File: config.mk
export PLATFORM = sky130hd
export DESIGN_NAME = am_lock_lane_flat
export DESIGN_NICKNAME = d
export VERILOG_FILES = /design/src/rtl/pcs_pkg.sv /design/src/rtl/am_lock_lane_if.sv /design/src/rtl/am_match.sv /design/src/rtl/am_lock_lane.sv /design/src/flat_wrapper.sv
export SDC_FILE = /design/constraint.sdc
export NUM_CORES = 1
export LEC_CHECK = 0
export ABC_AREA = 1
export BUFFER_PORTS_ARGS = -buffer_cell sky130_fd_sc_hd__clkbuf_2
export CAP_MARGIN = 15
export CORE_MARGIN = 2
export CORE_UTILIZATION = 40
export CTS_CLUSTER_SIZE = 30
export DETAILED_ROUTE_END_ITERATION = 16
export PLACE_DENSITY = 0.59
export SLEW_MARGIN = 30
export SYNTH_ARGS = -nofsm -noshare
export SYNTH_HDL_FRONTEND = slang
export SYNTH_HIERARCHICAL = 1
export SYNTH_SLANG_ARGS = --single-unit
File: constraint.sdc
create_clock -name i_clock -period 3.15 [get_ports i_clock]
set_clock_uncertainty 0.05 [all_clocks]
set_input_delay 0.315 -clock i_clock [delete_from_list [all_inputs] [get_ports i_clock]]
set_output_delay 0.315 -clock i_clock [all_outputs]
set_load 0.02 [all_outputs]
File: src/rtl/pcs_pkg.sv
`default_nettype none
// ============================================================================
//  Module      : pcs_pkg
//  Description : Shared constants and types for the 100GBASE-R receive PCS:
//                alignment-marker table, AM sync header and the AM lock
//                state encoding.
//  Revision    : 1.0 - initial release
// ============================================================================
package pcs_pkg;

    // Number of entries in the alignment-marker table (one per PCS lane)
    localparam int AM_TABLE_SIZE = 20;

    // Sync header carried by an alignment marker (control block)
    localparam logic [1:0] AM_SH = 2'b10;

    // {M0,M1,M2} for each PCS lane, IEEE 802.3 Table 82-2
    localparam logic [23:0] AM_TABLE [AM_TABLE_SIZE] = '{
        24'hC16821,  // lane 0
        24'h9D718E,  // lane 1
        24'h594BE8,  // lane 2
        24'h4D957B,  // lane 3
        24'hF50709,  // lane 4
        24'hDD14C2,  // lane 5
        24'h9A4A26,  // lane 6
        24'h7B4566,  // lane 7
        24'hA02476,  // lane 8
        24'h68C9FB,  // lane 9
        24'hFD6C99,  // lane 10
        24'hB99155,  // lane 11
        24'h5CB9B2,  // lane 12
        24'h1AF8BD,  // lane 13
        24'h83C7CA,  // lane 14
        24'h3536CD,  // lane 15
        24'hC4314C,  // lane 16
        24'hADD6B7,  // lane 17
        24'h5F662A,  // lane 18
        24'hC0F0E5   // lane 19
    };

    // AM lock FSM states; the COMP_* states are evaluated inside
    // COUNT_1/LOCKED on the slot cycle and are never held as a register value
    typedef enum logic [2:0] {
        LOCK_INIT = 3'd0,
        FIND_1ST  = 3'd1,
        COUNT_1   = 3'd2,
        COMP_2ND  = 3'd3,
        LOCKED    = 3'd4,
        COMP_AM   = 3'd5
    } am_lock_state_e;

endpackage
`default_nettype wire

File: src/rtl/am_lock_lane_if.sv
`default_nettype none
// ============================================================================
//  Module      : am_lock_lane_if
//  Description : Lane stream bundle of the AM lock stage: incoming block
//                stream with block-lock status, and the delayed stream with
//                lock status, lane ID and deskew strobes.
//  Revision    : 1.0 - initial release
// ============================================================================
interface am_lock_lane_if #(
    parameter int NB_DATA    = 66,
    parameter int NB_LANE_ID = 5
);

    logic                  i_valid;
    logic                  i_block_lock;
    logic [NB_DATA-1:0]    i_data;
    logic [NB_DATA-1:0]    o_data;
    logic                  o_valid;
    logic                  o_start_of_lane;
    logic                  o_resync;
    logic                  o_am_lock;
    logic [NB_LANE_ID-1:0] o_lane_id;

    // Upstream side: drives the received blocks, observes the lock stage
    modport master (
        output i_valid, i_block_lock, i_data,
        input  o_data, o_valid, o_start_of_lane, o_resync, o_am_lock, o_lane_id
    );

    // Lock stage side
    modport slave (
        input  i_valid, i_block_lock, i_data,
        output o_data, o_valid, o_start_of_lane, o_resync, o_am_lock, o_lane_id
    );

endinterface
`default_nettype wire

File: src/rtl/am_match.sv
`default_nettype none
// ============================================================================
//  Module      : am_match
//  Description : Combinational alignment-marker detector. Flags a block whose
//                sync header, {M0,M1,M2} and complemented {M4,M5,M6} form a
//                valid AM and returns the index of the matching lane entry.
//                BIP3/BIP7 are parity bytes and take no part in the match.
//  Revision    : 1.0 - initial release
// ============================================================================
module am_match
    import pcs_pkg::*;
#(
    parameter int NB_DATA    = 66,
    parameter int N_LANES    = 20,
    parameter int NB_LANE_ID = $clog2(N_LANES)
) (
    input  wire logic [NB_DATA-1:0]    i_data,
    output logic                       am_hit,
    output logic [NB_LANE_ID-1:0]      am_id
);

    logic [1:0]  w_sh;
    logic [23:0] w_m012;
    logic [23:0] w_m456;
    logic        w_fmt_ok;
    logic        w_unused;

    assign w_sh     = i_data[65:64];
    assign w_m012   = i_data[63:40];
    assign w_m456   = i_data[31:8];
    assign w_fmt_ok = (w_sh == AM_SH) && (w_m456 == ~w_m012);

    // Parity bytes are deliberately not inspected
    assign w_unused = ^{i_data[39:32], i_data[7:0]};

    // Search the lane table for the received marker pattern
    always_comb begin
        am_hit = 1'b0;
        am_id  = '0;
        for (int i = 0; i < N_LANES; i++) begin
            if (w_fmt_ok && (w_m012 == AM_TABLE[i])) begin
                am_hit = 1'b1;
                am_id  = NB_LANE_ID'(i);
            end
        end
    end

endmodule
`default_nettype wire

File: src/rtl/am_lock_lane.sv
`default_nettype none
// ============================================================================
//  Module      : am_lock_lane
//  Description : Per-lane alignment-marker lock. Hunts for an AM, confirms a
//                second AM of the same lane one period later, then tracks the
//                marker at every period. Emits start-of-lane and resync
//                strobes aligned with the delayed block stream, and the
//                logical lane ID of the locked marker.
//  Revision    : 1.0 - initial release
// ============================================================================
module am_lock_lane
    import pcs_pkg::*;
#(
    parameter int NB_DATA    = 66,
    parameter int N_LANES    = 20,
    parameter int AM_PERIOD  = 16384,
    parameter int MAX_INV_AM = 4,
    parameter int NB_LANE_ID = $clog2(N_LANES)
) (
    input  wire logic     i_clock,
    input  wire logic     i_reset,
    input  wire logic     i_enable,
    am_lock_lane_if.slave lane_if
);

    localparam int                     c_NB_CNT  = (AM_PERIOD > 1) ? $clog2(AM_PERIOD) : 1;
    localparam int                     c_NB_INV  = $clog2(MAX_INV_AM + 1);
    localparam logic [c_NB_CNT-1:0]    c_SLOT    = c_NB_CNT'(AM_PERIOD - 1);
    localparam logic [c_NB_INV-1:0]    c_MAX_INV = c_NB_INV'(MAX_INV_AM);

    logic                   w_am_hit;
    logic [NB_LANE_ID-1:0]  w_am_id;
    logic                   w_am_slot;
    logic                   w_cand_match;
    logic                   w_good_am;
    logic [c_NB_INV-1:0]    w_inv_cnt_inc;

    am_lock_state_e         r_state;
    am_lock_state_e         w_state_next;
    logic [c_NB_CNT-1:0]    r_blk_cnt;
    logic [c_NB_CNT-1:0]    w_blk_cnt_next;
    logic [c_NB_INV-1:0]    r_inv_cnt;
    logic [c_NB_INV-1:0]    w_inv_cnt_next;
    logic [NB_LANE_ID-1:0]  r_cand_id;
    logic [NB_LANE_ID-1:0]  w_cand_id_next;
    logic                   r_am_lock;
    logic                   w_am_lock_next;
    logic [NB_LANE_ID-1:0]  r_lane_id;
    logic [NB_LANE_ID-1:0]  w_lane_id_next;
    logic                   r_start_of_lane;
    logic                   w_start_of_lane_next;
    logic                   r_resync;
    logic                   w_resync_next;
    logic [NB_DATA-1:0]     r_data;
    logic                   r_valid;

    am_match #(
        .NB_DATA    (NB_DATA),
        .N_LANES    (N_LANES),
        .NB_LANE_ID (NB_LANE_ID)
    ) u_am_match (
        .i_data (lane_if.i_data),
        .am_hit (w_am_hit),
        .am_id  (w_am_id)
    );

    // Slot is the last valid block of a period; compares happen only there
    assign w_am_slot     = lane_if.i_valid && (r_blk_cnt == c_SLOT);
    assign w_cand_match  = w_am_hit && (w_am_id == r_cand_id);
    assign w_good_am     = w_am_hit && (w_am_id == r_lane_id);
    assign w_inv_cnt_inc = r_inv_cnt + 1'b1;

    // Next-state and output decisions; everything holds while disabled
    always_comb begin
        w_state_next         = r_state;
        w_blk_cnt_next       = r_blk_cnt;
        w_inv_cnt_next       = r_inv_cnt;
        w_cand_id_next       = r_cand_id;
        w_am_lock_next       = r_am_lock;
        w_lane_id_next       = r_lane_id;
        w_start_of_lane_next = 1'b0;
        w_resync_next        = 1'b0;

        if (i_enable) begin
            // Block counter runs on valid blocks and wraps after the slot
            if (lane_if.i_valid) begin
                w_blk_cnt_next = w_am_slot ? '0 : r_blk_cnt + 1'b1;
            end

            if (!lane_if.i_block_lock) begin
                // Block-lock loss overrides any slot decision this cycle
                w_state_next   = LOCK_INIT;
                w_blk_cnt_next = '0;
                w_inv_cnt_next = '0;
                w_am_lock_next = 1'b0;
                w_resync_next  = r_am_lock;
            end else begin
                case (r_state)
                    LOCK_INIT: begin
                        w_state_next   = FIND_1ST;
                        w_blk_cnt_next = '0;
                    end
                    FIND_1ST: begin
                        if (lane_if.i_valid && w_am_hit) begin
                            w_cand_id_next = w_am_id;
                            w_blk_cnt_next = '0;
                            w_state_next   = COUNT_1;
                        end
                    end
                    COUNT_1: begin
                        // Second-AM confirmation on the slot block
                        if (w_am_slot) begin
                            if (w_cand_match) begin
                                w_state_next         = LOCKED;
                                w_am_lock_next       = 1'b1;
                                w_lane_id_next       = r_cand_id;
                                w_start_of_lane_next = 1'b1;
                                w_inv_cnt_next       = '0;
                            end else begin
                                w_state_next = FIND_1ST;
                            end
                        end
                    end
                    LOCKED: begin
                        // Per-period AM check on the slot block
                        if (w_am_slot) begin
                            if (w_good_am) begin
                                w_start_of_lane_next = 1'b1;
                                w_inv_cnt_next       = '0;
                            end else if (w_inv_cnt_inc >= c_MAX_INV) begin
                                w_state_next   = FIND_1ST;
                                w_am_lock_next = 1'b0;
                                w_resync_next  = 1'b1;
                                w_inv_cnt_next = '0;
                            end else begin
                                w_inv_cnt_next = w_inv_cnt_inc;
                            end
                        end
                    end
                    default: begin
                        w_state_next = LOCK_INIT;
                    end
                endcase
            end
        end
    end

    // FSM, counters and registered lock outputs
    always_ff @(posedge i_clock or negedge i_reset) begin
        if (!i_reset) begin
            r_state         <= LOCK_INIT;
            r_blk_cnt       <= '0;
            r_inv_cnt       <= '0;
            r_cand_id       <= '0;
            r_am_lock       <= 1'b0;
            r_lane_id       <= '0;
            r_start_of_lane <= 1'b0;
            r_resync        <= 1'b0;
        end else begin
            r_state         <= w_state_next;
            r_blk_cnt       <= w_blk_cnt_next;
            r_inv_cnt       <= w_inv_cnt_next;
            r_cand_id       <= w_cand_id_next;
            r_am_lock       <= w_am_lock_next;
            r_lane_id       <= w_lane_id_next;
            r_start_of_lane <= w_start_of_lane_next;
            r_resync        <= w_resync_next;
        end
    end

    // One-cycle data pipeline so strobes line up with the AM block
    always_ff @(posedge i_clock or negedge i_reset) begin
        if (!i_reset) begin
            r_data  <= '0;
            r_valid <= 1'b0;
        end else if (i_enable) begin
            r_data  <= lane_if.i_data;
            r_valid <= lane_if.i_valid;
        end
    end

    assign lane_if.o_data          = r_data;
    assign lane_if.o_valid         = r_valid;
    assign lane_if.o_start_of_lane = r_start_of_lane;
    assign lane_if.o_resync        = r_resync;
    assign lane_if.o_am_lock       = r_am_lock;
    assign lane_if.o_lane_id       = r_lane_id;

endmodule
`default_nettype wire

File: src/flat_wrapper.sv
// flat-port wrapper written by rule: the top's interface ports become plain ports
module am_lock_lane_flat import pcs_pkg::*;
#(
    parameter int NB_DATA    = 66,
    parameter int N_LANES    = 20,
    parameter int AM_PERIOD  = 16384,
    parameter int MAX_INV_AM = 4,
    parameter int NB_LANE_ID = $clog2(N_LANES)
)
  (i_clock, i_reset, i_enable, lane_if_i_valid, lane_if_i_block_lock, lane_if_i_data, lane_if_o_data, lane_if_o_valid, lane_if_o_start_of_lane, lane_if_o_resync, lane_if_o_am_lock, lane_if_o_lane_id);
  am_lock_lane_if #(.NB_DATA(NB_DATA), .NB_LANE_ID(NB_LANE_ID)) lane_if_i ();
  input  wire logic i_clock;
  input  wire logic i_reset;
  input  wire logic i_enable;
  input wire logic [$bits(lane_if_i.i_valid)-1:0] lane_if_i_valid;
  input wire logic [$bits(lane_if_i.i_block_lock)-1:0] lane_if_i_block_lock;
  input wire logic [$bits(lane_if_i.i_data)-1:0] lane_if_i_data;
  output wire logic [$bits(lane_if_i.o_data)-1:0] lane_if_o_data;
  output wire logic [$bits(lane_if_i.o_valid)-1:0] lane_if_o_valid;
  output wire logic [$bits(lane_if_i.o_start_of_lane)-1:0] lane_if_o_start_of_lane;
  output wire logic [$bits(lane_if_i.o_resync)-1:0] lane_if_o_resync;
  output wire logic [$bits(lane_if_i.o_am_lock)-1:0] lane_if_o_am_lock;
  output wire logic [$bits(lane_if_i.o_lane_id)-1:0] lane_if_o_lane_id;
  assign lane_if_i.i_valid = lane_if_i_valid;
  assign lane_if_i.i_block_lock = lane_if_i_block_lock;
  assign lane_if_i.i_data = lane_if_i_data;
  assign lane_if_o_data = lane_if_i.o_data;
  assign lane_if_o_valid = lane_if_i.o_valid;
  assign lane_if_o_start_of_lane = lane_if_i.o_start_of_lane;
  assign lane_if_o_resync = lane_if_i.o_resync;
  assign lane_if_o_am_lock = lane_if_i.o_am_lock;
  assign lane_if_o_lane_id = lane_if_i.o_lane_id;
  am_lock_lane #(.NB_DATA(NB_DATA), .N_LANES(N_LANES), .AM_PERIOD(AM_PERIOD), .MAX_INV_AM(MAX_INV_AM), .NB_LANE_ID(NB_LANE_ID)) u_core (.i_clock(i_clock), .i_reset(i_reset), .i_enable(i_enable), .lane_if(lane_if_i));
endmodule
==> metrics.yaml, run 1 <==
min_path:
  min_from: "lane_if_i_data[37]"
  hold_end: "u_core/lane_if.o_data[37]"
  worstHoldPathCells: 3
  hp-class: "input port to flip-flop"
yosys:
  yosys_warnings: 6
  ys_ff_latch: 100
  synth_nets: 947
  syn_area_um2: 5890
  syn_avg_cell_area_um2: 6.74
  synth_top_cell_area_share: 0.425
  synth-seq-area-share: 0.425
  synthDistinctLibCells: 40
  synth_largest_area_cell: "dfrtp_1"
  synth_cells: 874
  synth_area_leaders: "dfrtp_1, nand2_1, inv_1"
sta:
  hold_viol: 0
  fmax_mhz: 361
  slew_headroom: 0.615
  setup_ws_ns: 0.379
  slew_violations: 0
  setup_viol: 0
  period_share: 0.880
  hold_slack_ns: 0.105
  fin_setup_tns_ns: 0
  rsz0062_at_grt: "false"
  tightest_slew_ns: 0.578
  period_minus_slack_ns: 2.77
cells_and_area:
  nets: 1120
  drive_gt1_frac: 0.214
  mostFrequentLayoutCells: "nand2_1, clkbuf_2, dfrtp_1, inv_1, nor2_1"
  area_growth_pct: 25.3
  n_antenna_cell: 0
  final_common_cell: "nand2_1"
  final_area_um2: 7380
clocking:
  cts_setup_buffers: 0
  cts_buffers: 9
  clock_sinks: 100
  clk_pin_slew_ns: 0.07
  htreeDepth: 3
  hold_buffers: 1
  cts_resized: 0
  cts_root_buf: "clkbuf_16"
  clock_latency_ns: 0.36
  cts_tree: "yes"
  clk_path_buf_depth: 2
worst_setup_path:
  cpPeakStageDelay_ns: 0.35
  cp.required_ns: 3.34
  worst_setup_path_start_kind: "input port"
  cpMostUsedCell: "nand2_1"
  r2r_end: "u_core/lane_if.o_lane_id[4]"
  cp_top_family: "simple AND/OR/NAND/NOR gates"
  rr_worst_depth: 8
  crit_fanout: 19
  crit_chain: "clkbuf_2, inv_1, nand2_1, nand2_1, nand2_1, nor2_1, nand3_1, nor2_4, nand3_1, nand2_1, nor2_1, nand4_1, nor2_1, nand3_1, o21ai_0, nor2_1, nand4_1, inv_1, nand2_2, nand2_1, o21ai_1"
  reg2reg_slack_ns: 1.39
  worst-path-buf-inv: 3
  crit_path_end_kind: "flip-flop"
  path_class: "input port to flip-flop"
  r2r-start: "u_core/r_blk_cnt[0]"
  worstPathArrival_ns: 2.96
  cpMaxStageDelayCell: "nor2_4"
global_route:
  grt_usage: 0.251
  grt_remaining_overflow: 0
  grt_max_degree: 64
  grt_pass1_vias: 5900
  antenna_found_initial: 0
  grt_pass1_wl_mm: 31.4
routing:
  vias: 6184
  antenna_left: 0
  drt-wirelength-per-cell_um: 15.5
  vias_per_cell: 5.00
  routed_wl_mm: 19.2
  drt_pre_antenna_iters: 5
  drc: 0
  drtIter0Drc: 496
power:
  power_mw: 3.15
  power.density_nw_per_um2: 427
  peakVddDrop_v: 0.000331
  p_leak_nw: 4.08
place:
  dp.final_hpwl_mm: 15.1
  dpl_cell_area_um2: 7050
  place_ws_ns: 0.0912
  port_buffers: 145
  place_congestion: 1.04
floorplan:
  core_um2: 14500
  chipWidth_um: 125
  pin_count: 146
  core.rowCount: 44
  initial_core_util: 0.407
  die_h_um: 125
  dieArea_um2: 15700
flow_run:
  maxCapViolCount: 0
outcome:
  outcome: "finished, final reports clean"
area by class of cell:
type / count / area [um^2]
inverter: 94 / 358
tap: 184 / 230
fill: 1522 / 7100
sequential: 100 / 2500
multi-input combinational: 656 / 2910
clock inverter: 6 / 80.1
timing repair buffer: 186 / 1060
clock buffer: 10 / 239
per-layer routing:
metal,part of all wire,vias up,global-route usage,wire length [um]
li1,-,3104,-,-
met1,0.47,2844,0.354,9060
met2,0.44,202,0.382,8450
met3,0.066,34,0.0629,1270
met4,0.023,0,0.0771,436
met5,0,-,0,0
power breakdown:
part,internal (mW),switching (mW),leakage [nW]
clock network,0.651,0.516,0.152
logic,0.181,0.395,2.65
registers,1.36,0.0436,1.27
through the flow:
step,instances,util
after floorplan,874,-
after global placement,1219,0.487
after detailed placement,1219,0.487
after CTS,1236,0.510
after global routing,1236,0.510
final,1236,0.510
worst min-delay path: cells and delay by family:
| family | cells | cell delay (ns) |
|---|---|---|
| buffers and inverters | 1 | 0.07 |
| AND/OR/NAND/NOR | 2 | 0.09 |
state kept, by name, indices dropped and copies added (netlist names):
register and count:
u_core/r_state 3, u_core/r_blk_cnt 14, u_core/lane_if.o_resync 1, u_core/lane_if.o_am_lock 1
u_core/r_inv_cnt 3, u_core/lane_if.o_start_of_lane 1, u_core/r_cand_id 5, u_core/lane_if.o_valid 1
u_core/lane_if.o_lane_id 5, u_core/lane_if.o_data 66
logic make-up after synthesis:
logic type	after synthesis	share of synthesized area
and+or+nand+nor	591	0.426
buffers and inverters	118	0.0815
DFF	100	0.425
AOI/OAI and AO/OA	58	0.0556
xor gates and xnor gates	5	0.00743
adders and majority gates	2	0.00425
cell usage after synthesis (all sizes together):
cell	number
a21boi	1
a21o	1
a21oi	10
and2	2
buf	8
clkbuf	16
dfrtp	100
ha	2
inv	94
nand2	392
nand3	49
nand3b	2
nand4	24
nor2	79
nor3	31
nor4	10
nor4b	1
o211a	1
o211ai	1
o21a	1
o21ai	38
o22ai	2
o2bb2ai	1
o31ai	2
or2	1
xnor2	1
xor2	4
how the worst max path moves through the flow:
stage | startpoint | to | slack, ns | cells past startpoint
global placement | lane_if_i_data[44] | u_core/r_inv_cnt[1] | 0.12 | 21
global route | lane_if_i_data[44] | u_core/lane_if.o_lane_id[4] | 0.03 | 21
finish | lane_if_i_data[44] | u_core/lane_if.o_lane_id[4] | 0.38 | 21
detailed placement | lane_if_i_data[44] | u_core/r_inv_cnt[0] | 0.09 | 21
CTS | lane_if_i_data[44] | u_core/lane_if.o_lane_id[4] | 0.42 | 21
floorplan | lane_if_i_data[45] | u_core/r_inv_cnt[0] | 0.73 | 22
Note: power is estimated with default switching activity, not from simulation.
==> inputs of run 2 (changes only) <==
- clock period: 3.15 -> 3.1 ns (I/O delays scaled with it)
==> run 2 against run 1 <==
Against the previous run:
- combinational power grew 2%
- critical endpoint is now u_core/lane_if.o_lane_id[3]
- sequential share of layout area shrank 0.052 points
- sequential cell count is the same
- die area is the same
- register-to-register slack lost 0.05 ns
- first-iteration DRC count grew 0.81%
- critical path depth is the same
- largest power group unchanged
- via count shrank 0.31%
- setup slack lost 0.0017 ns
- clock-buffer cell count is the same
- sequential power is essentially flat
- worst hold slack lost 0.0031 ns
==> metrics.yaml, run 2 (synthesis results as in run 1) <==
outcome:
  outcome: "finished, final reports clean"
sta:
  hold_viol: 0
  tightest_slew_ns: 0.714
  setup_viol: 0
  period_minus_slack_ns: 2.72
  slew_headroom: 0.524
  slew_violations: 0
  period_share: 0.878
  fmax_mhz: 367
  rsz0062_at_grt: "false"
  fin_setup_tns_ns: 0
worst_setup_path:
  crit_fanout: 19
  worst_setup_path_start_kind: "input port"
  path_class: "input port to flip-flop"
  worstPathArrival_ns: 2.91
  cpMostUsedCell: "nand2_1"
  cpPeakStageDelay_ns: 0.36
  critPathLaunch: "lane_if_i_data[44]"
  r2r_end: "u_core/lane_if.o_lane_id[3]"
  rr_worst_depth: 8
  cp.required_ns: 3.29
  endpoint: "u_core/lane_if.o_lane_id[3]"
  cpMaxStageDelayCell: "nor2_4"
  r2r-start: "u_core/r_blk_cnt[0]"
  crit_chain: "clkbuf_2, inv_1, nand2_1, nand2_1, nand2_1, nor2_1, nand3_1, nor2_4, nand3_1, nand2_1, nor2_1, nand4_1, nor2_1, nand3_1, o21ai_0, nor2_1, nand4_1, inv_1, nand2_2, nand2_1, o21ai_1"
  crit_path_end_kind: "flip-flop"
  reg2reg_slack_ns: 1.34
cells_and_area:
  fillerInstances: 1492
  stdcell_count: 1237
  multi_input_area_um2: 2910
  drive_gt1_frac: 0.215
  final_common_cell: "nand2_1"
  nets: 1121
  final_area_um2: 7390
  fin_util: 0.511
  n_antenna_cell: 0
  largest_reg_flops: 66
  register_area_um2: 2500
  mostFrequentLayoutCells: "nand2_1, clkbuf_2, dfrtp_1, inv_1, nor2_1"
  area_growth_pct: 25.5
clocking:
  clk_path_buf_depth: 2
  clk_pin_slew_ns: 0.07
  clock_sinks: 100
  clock_latency_ns: 0.35
  htreeDepth: 3
  cts_buffers: 9
  cts_tree: "yes"
  cts_resized: 0
  cts_root_buf: "clkbuf_16"
floorplan:
  chipWidth_um: 125
  core.rowCount: 44
  core_um2: 14500
  dieArea_um2: 15700
  die_h_um: 125
  initial_core_util: 0.407
  pin_count: 146
global_route:
  grt_usage: 0.249
  grt_max_degree: 75
  grt_remaining_overflow: 0
  top_usage_layer: "met2"
  grt_pass1_vias: 5931
  grt_util_met3: 0.0531
  grt_pass1_wl_mm: 31.2
  met2_usage: 0.386
  antenna_found_initial: 0
  grt_util_met1: 0.353
flow_run:
  maxCapViolCount: 0
place:
  dpl_cell_area_um2: 7060
  port_buffers: 145
  dp.final_hpwl_mm: 14.9
  placedCellCount: 1220
  place_congestion: 1.02
routing:
  vias: 6165
  drtIter0Drc: 500
  drt-wirelength-per-cell_um: 15.5
  drc: 0
  vias_per_cell: 4.98
  drt_pre_antenna_iters: 5
  routed_wl_mm: 19.1
  antenna_left: 0
power:
  p_leak_nw: 4.09
  power_mw: 3.21
  power.density_nw_per_um2: 434
  peakVddDrop_v: 0.000262
min_path:
  hp-class: "input port to flip-flop"
==> run 2: cell count changes in the layout (fill, tap and decap cells not counted), sizes merged <==
cell      before  now
inv           96   95
buf           41   42
clkinv         2    4
clkinvlp       1    0
==> run 2: cell type report <==
class / count / share of cell area
clock inverters: 6 / 0.0113
inverters: 94 / 0.0484
multi-input cells: 656 / 0.393
flip-flops and latches: 100 / 0.338
well taps: 184 / 0.0311
repair buffers: 187 / 0.145
clock buffers: 10 / 0.0323
==> run 2: worst min-delay path by stage <==
| stage | from | to | slack [ns] | cells after the start |
|---|---|---|---|---|
| floorplan | i_reset | u_core/lane_if.o_am_lock | -0.04 | 0 |
| global placement | i_reset | u_core/lane_if.o_data[34] | 0.31 | 1 |
| detailed placement | i_reset | u_core/lane_if.o_data[2] | 0.30 | 1 |
| CTS | lane_if_i_data[36] | u_core/lane_if.o_data[36] | 0.09 | 3 |
| global route | lane_if_i_data[32] | u_core/lane_if.o_data[32] | 0.1 | 3 |
| finish | lane_if_i_data[36] | u_core/lane_if.o_data[36] | 0.10 | 3 |
==> run 2: metal layers <==
| layer | part of all wire | wire [um] |
|---|---|---|
| met3 | 0.061 | 1170 |
| met5 | 0 | 0 |
| met1 | 0.47 | 8910 |
| met2 | 0.45 | 8640 |
| met4 | 0.022 | 421 |
==> run 2: per-stage QoR <==
| step | worst slack (ns) | hold slack (ns) |
|---|---|---|
| final | 0.377 | 0.102 |
| after floorplan | 0.687 | -0.0356 |
| after detailed placement | 0.0412 | 0.301 |
| after global routing | 0.0644 | 0.0966 |
| after global placement | 0.0552 | 0.308 |
| after CTS | 0.410 | 0.0907 |
==> run 2: worst max-delay path: cells and delay by family <==
kind / cells / cell delay (ns)
and+or+nand+nor: 16 / 1.96
AOI/OAI and AO/OA: 2 / 0.18
buffers and inverters: 3 / 0.44
==> run 2: where the power goes <==
group | internal [mW] | switching (mW)
clock | 0.665 | 0.531
combinational | 0.185 | 0.400
sequential | 1.39 | 0.0456
==> run 2: repair_timing <==
action,4_1_cts,5_1_grt
endpoints found under the hold margin,44,0
hold buffers,1,0
buffers inserted,0,0
